[config.mk]
export PLATFORM = sky130hd
export DESIGN_NAME = trap_shaper_param
export DESIGN_NICKNAME = d
export VERILOG_FILES = /design/src/rtl/trap_shaper_param.sv
export SDC_FILE = /design/constraint.sdc
export NUM_CORES = 2
export LEC_CHECK = 0
export ABC_AREA = 1
export BUFFER_PORTS_ARGS = -buffer_cell sky130_fd_sc_hd__buf_2
export CORE_ASPECT_RATIO = 0.9
export CORE_UTILIZATION = 34
export CTS_BUF_LIST = sky130_fd_sc_hd__clkbuf_2 sky130_fd_sc_hd__clkbuf_4 sky130_fd_sc_hd__clkbuf_8
export DETAILED_ROUTE_END_ITERATION = 10
export SLEW_MARGIN = 15
export SYNTH_ARGS = -nofsm -noshare
export SYNTH_HDL_FRONTEND = slang
export SYNTH_SLANG_ARGS = --single-unit
[constraint.sdc]
create_clock -name clk -period 7.4 [get_ports clk]
set_input_delay 1.11 -clock clk [delete_from_list [all_inputs] [get_ports clk]]
set_output_delay 1.11 -clock clk [all_outputs]
set_load 0.02 [all_outputs]
[src/rtl/trap_shaper_param.sv]
// Trapezoidal pulse shaper with pole-zero correction and scaled, saturated output.
// Five-stage token pipeline; an accepted configuration reload flushes all history.
module trap_shaper_param #(
    parameter int ADC_W     = 14,
    parameter int OUT_W     = 16,
    parameter int ACC_W     = 32,
    parameter int MAX_DEPTH = 64,
    parameter int M_W       = 12,
    parameter int SHIFT_W   = 5,
    parameter int K_DEF     = 2,
    parameter int L_DEF     = 4,
    parameter int M_DEF     = 0,
    parameter int SHIFT_DEF = 0,
    localparam int DEPTH_W  = $clog2(MAX_DEPTH + 1)
) (
    input  logic               clk,
    input  logic               reset,
    input  logic [ADC_W-1:0]   in_data,
    input  logic               in_valid,
    input  logic               cfg_load,
    input  logic [DEPTH_W-1:0] cfg_k,
    input  logic [DEPTH_W-1:0] cfg_l,
    input  logic [M_W-1:0]     cfg_m,
    input  logic [SHIFT_W-1:0] cfg_shift,
    output logic               cfg_err,
    output logic [OUT_W-1:0]   out_data,
    output logic               out_valid,
    output logic               out_sat
);

    localparam logic signed [ACC_W-1:0] SAT_MAX =
        ACC_W'((64'sd1 <<< (OUT_W - 1)) - 64'sd1);
    localparam logic signed [ACC_W-1:0] SAT_MIN =
        ACC_W'(-(64'sd1 <<< (OUT_W - 1)));

    logic [ADC_W-1:0]   dl_q [MAX_DEPTH];
    logic [ADC_W-1:0]   dl_d [MAX_DEPTH];
    logic [DEPTH_W-1:0] k_q, k_d, l_q, l_d;
    logic [M_W-1:0]     m_q, m_d;
    logic [SHIFT_W-1:0] shift_q, shift_d;

    logic v1_q, v1_d, v2_q, v2_d, v3_q, v3_d, v4_q, v4_d;
    logic signed [ACC_W-1:0] d1_q, d1_d, d2_q, d2_d;
    logic signed [ACC_W-1:0] p_q, p_d, r3_q, r3_d, s_q, s_d;

    logic [OUT_W-1:0] out_data_q, out_data_d;
    logic             out_valid_q, out_valid_d;
    logic             out_sat_q, out_sat_d;
    logic             cfg_err_q, cfg_err_d;

    logic                    cfg_ok, flush, take;
    logic [DEPTH_W-1:0]      idx_k, idx_l, idx_kl;
    logic [ADC_W-1:0]        tap_k, tap_l, tap_kl;
    logic signed [ACC_W-1:0] d_new, m_ext, mul, shifted;

    always_comb begin
        cfg_ok = (cfg_k != '0) && (cfg_k <= cfg_l) &&
                 (({1'b0, cfg_k} + {1'b0, cfg_l}) <= (DEPTH_W + 1)'(MAX_DEPTH));
        flush  = cfg_load && cfg_ok;
        take   = in_valid && !cfg_load;

        // dl_q[0] holds the previous sample, so x[n-j] sits at index j-1
        idx_k  = k_q - 1'b1;
        idx_l  = l_q - 1'b1;
        idx_kl = k_q + l_q - 1'b1;
        tap_k  = '0;
        tap_l  = '0;
        tap_kl = '0;
        for (int i = 0; i < MAX_DEPTH; i++) begin
            if (DEPTH_W'(i) == idx_k)  tap_k  = dl_q[i];
            if (DEPTH_W'(i) == idx_l)  tap_l  = dl_q[i];
            if (DEPTH_W'(i) == idx_kl) tap_kl = dl_q[i];
        end

        d_new   = ACC_W'(in_data) - ACC_W'(tap_k) - ACC_W'(tap_l) + ACC_W'(tap_kl);
        m_ext   = ACC_W'(m_q);
        mul     = d2_q * m_ext;
        shifted = s_q >>> shift_q;
    end

    always_comb begin
        dl_d        = dl_q;
        k_d         = k_q;
        l_d         = l_q;
        m_d         = m_q;
        shift_d     = shift_q;
        d1_d        = d1_q;
        d2_d        = d2_q;
        p_d         = p_q;
        r3_d        = r3_q;
        s_d         = s_q;
        out_data_d  = out_data_q;
        out_sat_d   = 1'b0;
        cfg_err_d   = cfg_load && !cfg_ok;

        v1_d        = take;
        v2_d        = v1_q;
        v3_d        = v2_q;
        v4_d        = v3_q;
        out_valid_d = v4_q;

        if (take) begin
            for (int i = MAX_DEPTH - 1; i > 0; i--) dl_d[i] = dl_q[i-1];
            dl_d[0] = in_data;
            d1_d    = d_new;
        end
        if (v1_q) begin
            p_d  = p_q + d1_q;
            d2_d = d1_q;
        end
        if (v2_q) r3_d = p_q + mul;
        if (v3_q) s_d = s_q + r3_q;
        if (v4_q) begin
            if (shifted > SAT_MAX) begin
                out_data_d = OUT_W'(SAT_MAX);
                out_sat_d  = 1'b1;
            end else if (shifted < SAT_MIN) begin
                out_data_d = OUT_W'(SAT_MIN);
                out_sat_d  = 1'b1;
            end else begin
                out_data_d = OUT_W'(shifted);
            end
        end

        // Reload wipes history and kills every token, including the one at the output
        if (flush) begin
            k_d         = cfg_k;
            l_d         = cfg_l;
            m_d         = cfg_m;
            shift_d     = cfg_shift;
            for (int i = 0; i < MAX_DEPTH; i++) dl_d[i] = '0;
            p_d         = '0;
            s_d         = '0;
            v1_d        = 1'b0;
            v2_d        = 1'b0;
            v3_d        = 1'b0;
            v4_d        = 1'b0;
            out_valid_d = 1'b0;
            out_sat_d   = 1'b0;
            out_data_d  = out_data_q;
        end
    end

    always_ff @(posedge clk) begin
        if (reset) begin
            dl_q        <= '{default: '0};
            k_q         <= DEPTH_W'(K_DEF);
            l_q         <= DEPTH_W'(L_DEF);
            m_q         <= M_W'(M_DEF);
            shift_q     <= SHIFT_W'(SHIFT_DEF);
            v1_q        <= 1'b0;
            v2_q        <= 1'b0;
            v3_q        <= 1'b0;
            v4_q        <= 1'b0;
            d1_q        <= '0;
            d2_q        <= '0;
            p_q         <= '0;
            r3_q        <= '0;
            s_q         <= '0;
            out_data_q  <= '0;
            out_valid_q <= 1'b0;
            out_sat_q   <= 1'b0;
            cfg_err_q   <= 1'b0;
        end else begin
            dl_q        <= dl_d;
            k_q         <= k_d;
            l_q         <= l_d;
            m_q         <= m_d;
            shift_q     <= shift_d;
            v1_q        <= v1_d;
            v2_q        <= v2_d;
            v3_q        <= v3_d;
            v4_q        <= v4_d;
            d1_q        <= d1_d;
            d2_q        <= d2_d;
            p_q         <= p_d;
            r3_q        <= r3_d;
            s_q         <= s_d;
            out_data_q  <= out_data_d;
            out_valid_q <= out_valid_d;
            out_sat_q   <= out_sat_d;
            cfg_err_q   <= cfg_err_d;
        end
    end

    assign out_data  = out_data_q;
    assign out_valid = out_valid_q;
    assign out_sat   = out_sat_q;
    assign cfg_err   = cfg_err_q;

endmodule
==> flow_summary.ini <==
[setup_path]
path_class = register to register
cp_slowest_cell = fa_1
end_kind = register
crit_buf_inv = 8
cpMostUsedCell = nand4_1
critPathArrivalTime_ns = 10.06
cp_slowest_stage_delay_ns = 0.55
worstSetupStartpointType = register
path_delay_family = simple AND/OR/NAND/NOR gates
required_ns = 8.36
path_max_fanout = 6

[timing]
final.setup.tns_ns = -15.94
fin_crit_ns = 9.11
drv_slew = 0
final.setup_skew_ns = 0.0818
max_freq_mhz = 110
layout_setup_ws_ns = -1.71
finalCritPeriodShare = 1.23
tightest_slew_ns = 1.41
rsz0062_at_grt = true
finalHoldViolCount = 0
setup_viol = 15
maxSlewHeadroom = 0.0571

[clock_tree]
cts_max_level = 4
path_clk_slew_ns = 0.06
cts_sinks = 1080
root_buffer = clkbuf_8
insertion_delay_ns = 1.04
cts_tree = built
clock_path_buffers = 3
numCtsBuffers = 194

[cells_and_area]
final_common_cell = nand2_1
layout_common_cells = nand2_1, nor2_1, inv_1, dfxtp_1, buf_4
finish.instance_area_um2 = 88400
fin_nets = 12625
drive_gt1_frac = 0.135
area_delta_synth_final_pct = 20.4

[detailed_routing]
drt_iter0_drc = 8034
drc_errors = 0
drtAntennaViolNets = 0
wl_met2_mm = 115
vias_per_cell = 5.09
topRoutingLayerUsed = met5
wire_per_inst_um = 18.4
wl_met1_mm = 132
route.met3.wl_mm = 21.8
drt-total-wl_mm = 279
routed-via-count = 77165
dr.pass1.iters = 6

[floorplan]
die_w_um = 492
core_um2 = 214000
ios = 68
start_util = 0.343
die-area_um2 = 218000
fp-row-count = 161
die_h_um = 443

[synth]
synth_warnings = 0
synth-edff-count = 0
avgSynthCellArea_um2 = 6.41
synth-main-ff-cell = dfxtp_1
syn_area_um2 = 73400
syn_nets = 11945
ys_ff_latch = 1080
yosysUniqueCellTypes = 57
netlist_instances = 11462
yosysSeqAreaShare = 0.294
async_flop_share = 0

[pwr]
cellLeakagePower_nw = 36.6
peakVddDrop_v = 0.000280
powerDensity_nw_per_um2 = 232

[global_route]
grt_use_total = 0.249
grt_overflow = 0
grt_pass1_vias = 70647
antenna_found_initial = 3
grt_first_pass_wirelength_mm = 429
grt_max_degree = 218

[outcome]
violations = negative setup slack
status = finished with violations

[placed_design]
pre_cts_ws_ns = -1.58
post_dp_cell_area_um2 = 82600
io_buffers = 67
dpl.hpwl_mm = 211
place_congestion = 0.957

[min_path]
hold_path.class = input pin to register

[flow_run]
drv_cap = 0
==> what timing repair did <==
item / in CTS / in global routing
setup buffers: 42 / 13
setup endpoints to repair: 14 / 21
pin swaps: 101 / 107
gates resized for setup: 167 / 82
hold buffers: 0 / 0
==> metrics by stage <==
step	hold WS (ns)	power (W)	std cells	utilization
2_1_floorplan	0.432	0.0102	11462	-
3_3_place_gp	0.475	0.0129	14746	0.386
3_5_place_dp	0.478	0.0129	14746	0.386
4_1_cts	0.223	0.0201	15137	0.411
5_1_grt	0.287	0.0216	15151	0.412
6_report	0.310	0.0205	15152	0.412
==> state kept, by name, summed over array words and instances, names as in the netlist, 5 cells and up <==
name and count:
out_data 16, l_q 7, s_q 32, d1_q 17, m_q 12, r3_q 32, k_q 7, p_q 32
dl_q 896, d2_q 17, shift_q 5
==> path summary, 6_finish.rpt <==
path,slack (ns),from,depth (start not counted),to
worst max register to register,-1.71,k_q[1],61,d1_q[15]
worst min register to register,0.45,dl_q[583],2,dl_q[569]
worst max-delay path,-1.71,k_q[1],61,d1_q[15]
worst min-delay path,0.31,cfg_m[4],3,m_q[4]
==> tightest hold or removal path: stages <==
cell and delay (ns):
buf_2 0.08, nor2_1 0.03, nor2_1 0.08
==> Yosys cell counts (26+ instances only) <==
master    instances  share of area
nand2_1        2959           0.15
nor2_1         1900          0.097
inv_1          1633          0.083
dfxtp_1        1080           0.29
a211oi_1        835          0.085
nand4_1         551          0.047
clkbuf_1        549          0.028
o21ai_0         518          0.035
a21oi_1         416          0.028
nand3_1         244          0.017
fa_1            239          0.065
ha_1            195          0.033
xor2_1           61         0.0073
xnor2_1          41         0.0049
nor3_1           26         0.0018
==> cell families (layout without fill, tap and decap cells) <==
family	Yosys count	count (layout)	share of synthesized area
XOR/XNOR	102	102	0.0122
AND/OR/NAND/NOR	5720	5720	0.318
AO/OA/AOI/OAI	1863	1863	0.158
multiplexers	14	14	0.00191
buffers and inverters	2249	3085	0.117
adder cells (fa/ha/maj)	434	434	0.0984
other	0	2	0
flip-flops	1080	1080	0.294
==> per-layer routing <==
metal  vias to the layer above  global-route usage
li1                      38205                   -
met1                     35561               0.368
met2                      2934               0.364
met3                       463              0.0362
met4                         2              0.0852
met5                         -                   0
==> area by class of cell <==
type	instances	area, µm²
fill	22865	126000
multi-input combinational	8133	44100
sequential	1080	21600
timing repair buffer	1080	8430
inverter	1653	6220
clock buffer	309	3940
tap	2852	3570
clock inverter	43	469
antenna	2	5.00
==> report_power, final <==
group          switching [W]  total, W  leakage [nW]  internal, W
Sequential          0.000397   0.00662          8.85      0.00622
Combinational        0.00442   0.00744          25.4      0.00303
Clock                0.00284   0.00646          2.33      0.00362
(Power assumes the default switching activity.)
